## config.mk

```make
export PLATFORM = sky130hd
export DESIGN_NAME = seg_byte_decoder
export DESIGN_NICKNAME = d
export VERILOG_FILES = /design/src/rtl/seg_byte_decoder_pkg.sv /design/src/rtl/seg_byte_decoder_decode.sv /design/src/rtl/seg_byte_decoder.sv
export SDC_FILE = /design/constraint.sdc
export NUM_CORES = 1
export LEC_CHECK = 0
export CELL_PAD_IN_SITES_DETAIL_PLACEMENT = 0
export CELL_PAD_IN_SITES_GLOBAL_PLACEMENT = 1
export CORE_ASPECT_RATIO = 0.6
export CORE_UTILIZATION = 43
export CTS_BUF_LIST = sky130_fd_sc_hd__clkbuf_8
export CTS_CLUSTER_DIAMETER = 60
export DETAILED_ROUTE_END_ITERATION = 10
export HOLD_SLACK_MARGIN = 0.05
export PLACE_DENSITY_LB_ADDON = 0.1
export SLEW_MARGIN = 20
export SYNTH_ARGS = -nofsm -noshare
export SYNTH_HDL_FRONTEND = slang
export SYNTH_SLANG_ARGS = --single-unit
```

## constraint.sdc

```tcl
create_clock -name clk -period 4.06 [get_ports clk]
set_input_delay 0.609 -clock clk [delete_from_list [all_inputs] [get_ports clk]]
set_output_delay 0.609 -clock clk [all_outputs]
set_load 0.02 [all_outputs]
```

## src/rtl/seg_byte_decoder_pkg.sv

```systemverilog
// Shared definitions for the seven-segment byte decoder: segment patterns
// (bit0=a .. bit6=g, active high), the filler pattern and the FSM state type.
package seg_byte_decoder_pkg;

  localparam logic [6:0] SEG_0      = 7'h3F;
  localparam logic [6:0] SEG_1      = 7'h06;
  localparam logic [6:0] SEG_2      = 7'h5B;
  localparam logic [6:0] SEG_3      = 7'h4F;
  localparam logic [6:0] SEG_4      = 7'h66;
  localparam logic [6:0] SEG_5      = 7'h6D;
  localparam logic [6:0] SEG_6      = 7'h7D;
  localparam logic [6:0] SEG_7      = 7'h07;
  localparam logic [6:0] SEG_8      = 7'h7F;
  localparam logic [6:0] SEG_9      = 7'h6F;
  localparam logic [6:0] SEG_A      = 7'h77;
  localparam logic [6:0] SEG_B      = 7'h7C;
  localparam logic [6:0] SEG_C      = 7'h58;
  localparam logic [6:0] SEG_D      = 7'h5E;
  localparam logic [6:0] SEG_E      = 7'h79;
  localparam logic [6:0] SEG_F      = 7'h71;
  localparam logic [6:0] SEG_FILLER = 7'h55;

  // EMPTY: nothing held; HALF: high nibble held; FULL: output byte held.
  typedef enum logic [1:0] {
    ST_EMPTY = 2'd0,
    ST_HALF  = 2'd1,
    ST_FULL  = 2'd2
  } state_e;

endpackage

```

## src/rtl/seg_byte_decoder_decode.sv

```systemverilog
// Combinational lookup from a segment pattern to a hex nibble; any pattern
// outside the table (including the filler) yields nibble 0 flagged invalid.
module seg_pattern_decode
  import seg_byte_decoder_pkg::*;
(
  input  logic [6:0] pattern,
  output logic [3:0] nibble,
  output logic       invalid
);

  always_comb begin
    nibble  = 4'h0;
    invalid = 1'b0;
    case (pattern)
      SEG_0:   nibble = 4'h0;
      SEG_1:   nibble = 4'h1;
      SEG_2:   nibble = 4'h2;
      SEG_3:   nibble = 4'h3;
      SEG_4:   nibble = 4'h4;
      SEG_5:   nibble = 4'h5;
      SEG_6:   nibble = 4'h6;
      SEG_7:   nibble = 4'h7;
      SEG_8:   nibble = 4'h8;
      SEG_9:   nibble = 4'h9;
      SEG_A:   nibble = 4'hA;
      SEG_B:   nibble = 4'hB;
      SEG_C:   nibble = 4'hC;
      SEG_D:   nibble = 4'hD;
      SEG_E:   nibble = 4'hE;
      SEG_F:   nibble = 4'hF;
      default: invalid = 1'b1;
    endcase
  end

endmodule

```

## src/rtl/seg_byte_decoder.sv

```systemverilog
// Pairs two seven-segment patterns into one byte (first = high nibble) behind
// valid/ready handshakes, with a saturating count of invalid patterns.
module seg_byte_decoder
  import seg_byte_decoder_pkg::*;
#(
  parameter int ERR_W = 8
) (
  input  logic             clk,
  input  logic             rst_n,
  input  logic             sync,
  input  logic             in_valid,
  output logic             in_ready,
  input  logic [6:0]       sseg_in,
  output logic             out_valid,
  input  logic             out_ready,
  output logic [7:0]       out_byte,
  output logic             out_err,
  output logic [ERR_W-1:0] err_cnt
);

  // Handshakes: a beat moves when valid and ready are high in the same cycle;
  // the producer holds its data while valid is high and ready is low.

  state_e           state_q, state_d;
  logic [3:0]       hi_nib_q, hi_nib_d;
  logic             hi_err_q, hi_err_d;
  logic [7:0]       out_byte_q, out_byte_d;
  logic             out_err_q, out_err_d;
  logic [ERR_W-1:0] err_cnt_q, err_cnt_d;

  logic [3:0] dec_nib;
  logic       dec_inv;
  logic       xfer;
  logic       take;

  seg_pattern_decode u_decode (
    .pattern (sseg_in),
    .nibble  (dec_nib),
    .invalid (dec_inv)
  );

  assign in_ready  = (state_q != ST_FULL) || out_ready;
  assign xfer      = in_valid && in_ready;
  // sync discards any beat offered alongside it, so it is never consumed.
  assign take      = xfer && !sync;
  assign out_valid = (state_q == ST_FULL);
  assign out_byte  = out_byte_q;
  assign out_err   = out_err_q;
  assign err_cnt   = err_cnt_q;

  always_comb begin
    state_d    = state_q;
    hi_nib_d   = hi_nib_q;
    hi_err_d   = hi_err_q;
    out_byte_d = out_byte_q;
    out_err_d  = out_err_q;
    case (state_q)
      ST_EMPTY: begin
        if (take) begin
          hi_nib_d = dec_nib;
          hi_err_d = dec_inv;
          state_d  = ST_HALF;
        end
      end
      ST_HALF: begin
        if (sync) begin
          hi_nib_d = 4'h0;
          hi_err_d = 1'b0;
          state_d  = ST_EMPTY;
        end else if (xfer) begin
          out_byte_d = {hi_nib_q, dec_nib};
          out_err_d  = hi_err_q || dec_inv;
          state_d    = ST_FULL;
        end
      end
      ST_FULL: begin
        // The held byte survives sync; it only leaves on out_ready.
        if (out_ready) begin
          if (take) begin
            hi_nib_d = dec_nib;
            hi_err_d = dec_inv;
            state_d  = ST_HALF;
          end else begin
            state_d  = ST_EMPTY;
          end
        end
      end
      default: state_d = ST_EMPTY;
    endcase
  end

  always_comb begin
    err_cnt_d = err_cnt_q;
    if (take && dec_inv && (err_cnt_q != {ERR_W{1'b1}})) begin
      err_cnt_d = err_cnt_q + ERR_W'(1);
    end
  end

  always_ff @(posedge clk or negedge rst_n) begin
    if (!rst_n) begin
      state_q    <= ST_EMPTY;
      hi_nib_q   <= 4'h0;
      hi_err_q   <= 1'b0;
      out_byte_q <= 8'h00;
      out_err_q  <= 1'b0;
      err_cnt_q  <= '0;
    end else begin
      state_q    <= state_d;
      hi_nib_q   <= hi_nib_d;
      hi_err_q   <= hi_err_d;
      out_byte_q <= out_byte_d;
      out_err_q  <= out_err_d;
      err_cnt_q  <= err_cnt_d;
    end
  end

endmodule

```

Word level (Yosys, flattened, before mapping)
Cells that the tools add are included.

operators by class
  $add $sub $neg = 1
  eq/ne operators = 24
  mux-type cells = 16
  bitwise operators = 1
  reductions and logical operators = 13

operator list
  cell                                                                   number
  7-bit equality test, second input constant                             13
  4-bit one-hot mux with 15 select lines                                 1
  16-bit OR reduction                                                    1
  7-bit by 3-bit equality test with 1-bit output, second input constant  2
  4-bit 2-to-1 mux                                                       3
  4-bit one-hot mux with 3 select lines                                  1
  3-bit AND reduction                                                    3
  8-bit by 1-bit adder with 8-bit output, second input constant          1
  2-bit 2-to-1 mux                                                       4
  8-bit != test, second input constant                                   1
  7-bit by 6-bit equality test with 1-bit output, second input constant  1
  2-bit != test, second input constant                                   3
  2-bit one-hot mux with 3 select lines                                  1
  1-bit 2-to-1 mux                                                       5
  1-bit logical AND                                                      4
  3-bit != test, second input constant                                   1
  1-bit one-hot mux with 3 select lines                                  1
  3-bit nonzero test                                                     1
  2-bit by 1-bit equality test with 1-bit output, second input constant  1
  2-bit equality test, second input constant                             1
  2-bit zero test                                                        1
  1-bit logical OR                                                       2
  2-bit by 1-bit != test with 1-bit output, second input constant        1
  1-bit zero test                                                        1
  1-bit inverter                                                         1

word-level totals
  register bits after elaboration = 24
  input port bits = 12
  output and inout bits = 19
  word-level logic and storage cells = 61

Longest topological paths before layout
  word-level depth = 7
  depth in mapped cells = 7

Modules after synthesis
From an unflattened synthesis, not the netlist that was laid out.

unflattened totals
  cells, all modules = 150
  area, all modules = 1500.2 sq um

modules (own cells, without submodules)
  module              times used  cells an instance  area each (sq um)  seq. area each (sq um)
  seg_byte_decoder    1           85                 1061.0             600.6
  seg_pattern_decode  1           65                 439.2              0.0

Worst setup path after synthesis
Ideal clock, no wire load.

  path type = input to register
  start point = input port sseg_in[4]
  end point = register err_cnt_q[1] (netlist: err_cnt[1])
  setup time = 0.125 ns
  data arrival time = 2.052 ns
  slack = 1.882 ns
  cell stages on the path = 6
  cells stage by stage = clkbuf_1 -> xor2_1 -> a32o_1 -> a21oi_2 -> and3_4 -> mux2_4

on the way
  cells in the longest elaborated chain, start to end = 5
  elaborated cells between the ends (all ways) = 20
  those cells by class = eq/ne (16); mux (1); reduce/logical (3)

ends and longest elaborated chain
  item                                                                    line                           source
  start: declaration                                                      seg_byte_decoder.sv:13         input logic [6:0] sseg_in,
  7-bit by 6-bit equality test with 1-bit output (tied with other cells)  seg_byte_decoder_decode.sv:14  case (pattern)
  16-bit OR reduction (no source line) (*)                                n/a
  1-bit 2-to-1 mux (*)                                                    seg_byte_decoder_decode.sv:14
  1-bit logical AND (*) (2 in a row)                                      seg_byte_decoder.sv:94         if (take && dec_inv && (err_cnt_q != {ERR_W{1'b1}})) begin
  end signal: assignment                                                  seg_byte_decoder.sv:113        err_cnt_q <= err_cnt_d;
  end: declaration                                                        seg_byte_decoder.sv:29         logic [ERR_W-1:0] err_cnt_q, err_cnt_d;

Every way passes the cells marked *; elsewhere a longest branch is shown, timed or not.
A chain may end at the register's enable or synchronous reset.

Final worst setup path
  start point = input port out_ready
  end point = output port in_ready

on the way
  cells in the longest elaborated chain, start to end = 1

ends and longest elaborated chain
  item                line                    source
  start: declaration  seg_byte_decoder.sv:15  input logic out_ready,
  1-bit logical OR    seg_byte_decoder.sv:42  assign in_ready = (state_q != ST_FULL) || out_ready;
  end: declaration    seg_byte_decoder.sv:12  output logic in_ready,

No other way between the ends.

==> impl_metrics.env <==
export IMPL_dieArea_sq_um=3460
export IMPL_initial_core_util_pct=46.8
export IMPL_die_x_um=75.3
export IMPL_synth_flop_cell="dfrtp_1"
export IMPL_routabilityCongestion=0.920
export IMPL_fill_cells=263
export IMPL_leakage_nw=0.746
export IMPL_r2r_cells=6
export IMPL_outcome="finished, final reports clean"
export IMPL_synthAdderAreaFrac_pct=0.903
export IMPL_synth_compound_area_share_pct=14.3
export IMPL_row_count=15
export IMPL_yosys_area_share_simple_pct=25.4
export IMPL_yosysWarnings=0
export IMPL_wl_per_cell_um=15.0
export IMPL_rr_endpoint="err_cnt[1]"
export IMPL_syn2layout_area_growth_pct=27.6
export IMPL_netlist_area_leader_share_pct=43.3
export IMPL_grt_start_max_net_pins=25
export IMPL_slew_headroom_pct=64.2
export IMPL_avgSynthCellArea_sq_um=10.1
export IMPL_grt_use_met2_pct=27.5
export IMPL_use_met3_pct=6.64
export IMPL_synthArstFlopShare_pct=100
export IMPL_routed_wl_mm=3.11
export IMPL_core_sq_um=2970
export IMPL_synth_mux_area_fraction_pct=6.77
export IMPL_clk_path_buf_depth=2
export IMPL_io_pins=31
export IMPL_timing_rr_start="state_q[1]"
export IMPL_min_period_ns=2.66
export IMPL_period_share_pct=65.5
export IMPL_fin_cells=207
export IMPL_via_per_inst=5.59
export IMPL_fin_skew_ns=0.00285
export IMPL_start_kind="primary input"
export IMPL_slew_viol_final=0
export IMPL_reg2reg_setup_slack_ns=2.34
export IMPL_pre_cts_slack_ns=1.16
export IMPL_maxCapViolations=0
export IMPL_die_h_um=46.0
export IMPL_synth_seq_cells=24
export IMPL_synth_cell_type_count=47
export IMPL_cts_resized=0
export IMPL_route_detailed_drc=0
export IMPL_synth_xor_area_share_pct=5.69
export IMPL_detailed_place_hpwl_mm=2.38
export IMPL_path_class="in -> out"
export IMPL_dr_pass1_iters=4
export IMPL_insertion_delay_ns=0.27
export IMPL_htree_levels=1
export IMPL_seq_area_frac_synth_pct=43.3
export IMPL_cp_max_fo=4
export IMPL_cts_setup_buffers=0
export IMPL_fin_hold_ws_ns=0.308
export IMPL_rsz0062_at_grt="no"
export IMPL_first_global_vias=1085
export IMPL_gr_total_overflow=0
export IMPL_hold_class="in -> async"
export IMPL_yosysMostFrequentCell="dfrtp_1"
export IMPL_grt_pass1_wl_mm=5.25
export IMPL_grtUsageMet1_pct=32.9
export IMPL_synth_commonest_cells="24 x dfrtp_1, 14 x nor2_1, 10 x nand2_1, 7 x a21oi_1"
export IMPL_endpoint_kind="output pin"
export IMPL_numClockSinks=24
export IMPL_hold_violations=0
export IMPL_numPortBuffers=30
export IMPL_cts_buffers=3
export IMPL_antenna_found_initial=0
export IMPL_synth_top_area_cell="dfrtp_1"
export IMPL_num_nets_final=179
export IMPL_synth_enable_flop_cells=0
export IMPL_synth_top_family_by_area="simple AND/OR/NAND/NOR gates"
export IMPL_synth_area_leaders="dfrtp_1 43%, mux2_2 4.1%, nor2_1 3.8%, xor2_1 3.2%, nand2_1 2.7%"
export IMPL_powerDensity_nw_per_um2=454
export IMPL_grt_busiest_layer="met1"
export IMPL_synth_cells=137
export IMPL_drtIter0Drc=104
export IMPL_required_ns=3.45
export IMPL_cts_tree="yes"
export IMPL_setup_viol=0
export IMPL_clk_pin_slew_ns=0.08
export IMPL_grt_usage_pct=21.0
export IMPL_ant_nets=0
export IMPL_max_freq_mhz=376
export IMPL_worst_pin_slew_ns=0.537
export IMPL_cts_root_buffer="clkbuf_8"
export IMPL_setup_tns_final_ns=0
export IMPL_vias=1158
export IMPL_num_antenna_cells=0
export IMPL_crit_arrival_ns=2.05
export IMPL_cts_hold_buf=0
export IMPL_drive_above_1_share_pct=13.9
export IMPL_fin_util_pct=59.7
export IMPL_worst_slack_ns=1.40
export IMPL_place_inst=203
export IMPL_synth_nets=150
export IMPL_max_vdd_ir_drop_mv=0.324
export IMPL_syn_area_sq_um=1390
## critical path: stages
cell and delay, ns:
clkdlybuf4s50_1 0.39, nand2b_1 0.18, or2_2 0.31, clkdlybuf4s50_1 0.55
## layer usage
| layer | up-vias | share of wire [%] |
|---|---|---|
| met5 | - | 0 |
| li1 | 555 | - |
| met1 | 550 | 55 |
| met3 | 4 | 7.3 |
| met4 | 0 | 0.48 |
| met2 | 49 | 37 |
## cell usage in the layout, fill, tap and decap left out, drive strengths merged, types with 4 or more instances in the layout
cell           netlist  final
a21oi                8      8
clkdlybuf4s50        0     29
dfrtp               24     24
mux2                 6      6
nand2               10     10
nand2b               5      5
nand3                5      5
nor2                14     14
o21ai                5      5
xnor2                4      4
xor2                 5      5
## sequential cells by signal, indices dropped and copies added (netlist names)
name and cells:
out_err 1, hi_err_q 1, err_cnt 8, state_q 2, out_byte 8, hi_nib_q 4
## how the worst max path moves through the flow
| stage | slack [ns] | to | start | cells past startpoint |
|---|---|---|---|---|
| 2_1_floorplan | 1.88 | err_cnt[1] | sseg_in[4] | 6 |
| 3_3_place_gp | 1.23 | err_cnt[1] | sseg_in[0] | 7 |
| 3_5_place_dp | 1.16 | err_cnt[1] | sseg_in[0] | 7 |
| 4_1_cts | 1.40 | in_ready | out_ready | 4 |
| 5_1_grt | 1.30 | err_cnt[1] | sseg_in[0] | 7 |
| 6_report | 1.40 | in_ready | out_ready | 4 |
## final cells by class
cell class / count / area, sq um / area share, %
clock buffer: 3 / 41.3 / 2.33
clock inverter: 1 / 30.0 / 1.70
inverter: 2 / 7.51 / 0.424
multi-input combinational: 104 / 734 / 41.5
sequential: 24 / 601 / 33.9
tap: 42 / 52.6 / 2.97
timing repair buffer: 31 / 303 / 17.1
## per-stage QoR
stage / area, sq um / total power, mW
after floorplan: 1390 / 0.474
after CTS: 1770 / 0.810
after detailed placement: 1700 / 0.599
after global placement: 1700 / 0.592
after global routing: 1770 / 0.848
final: 1770 / 0.803
## where the power goes
group          switching (mW)  internal [mW]  leakage (nW)  total (mW)
Combinational           0.133          0.133         0.400       0.267
Sequential             0.0422          0.285         0.310       0.327
Clock                  0.0766          0.132        0.0357       0.209
## kinds of logic after synthesis
family                   after synthesis
adder cells (fa/ha/maj)                1
AND/OR/NAND/NOR                       59
flip-flops                            24
buffers and inverters                  9
AO/OA/AOI/OAI                         28
XOR/XNOR                               9
multiplexers                           7
No activity file was read; power rests on OpenSTA's default activity.
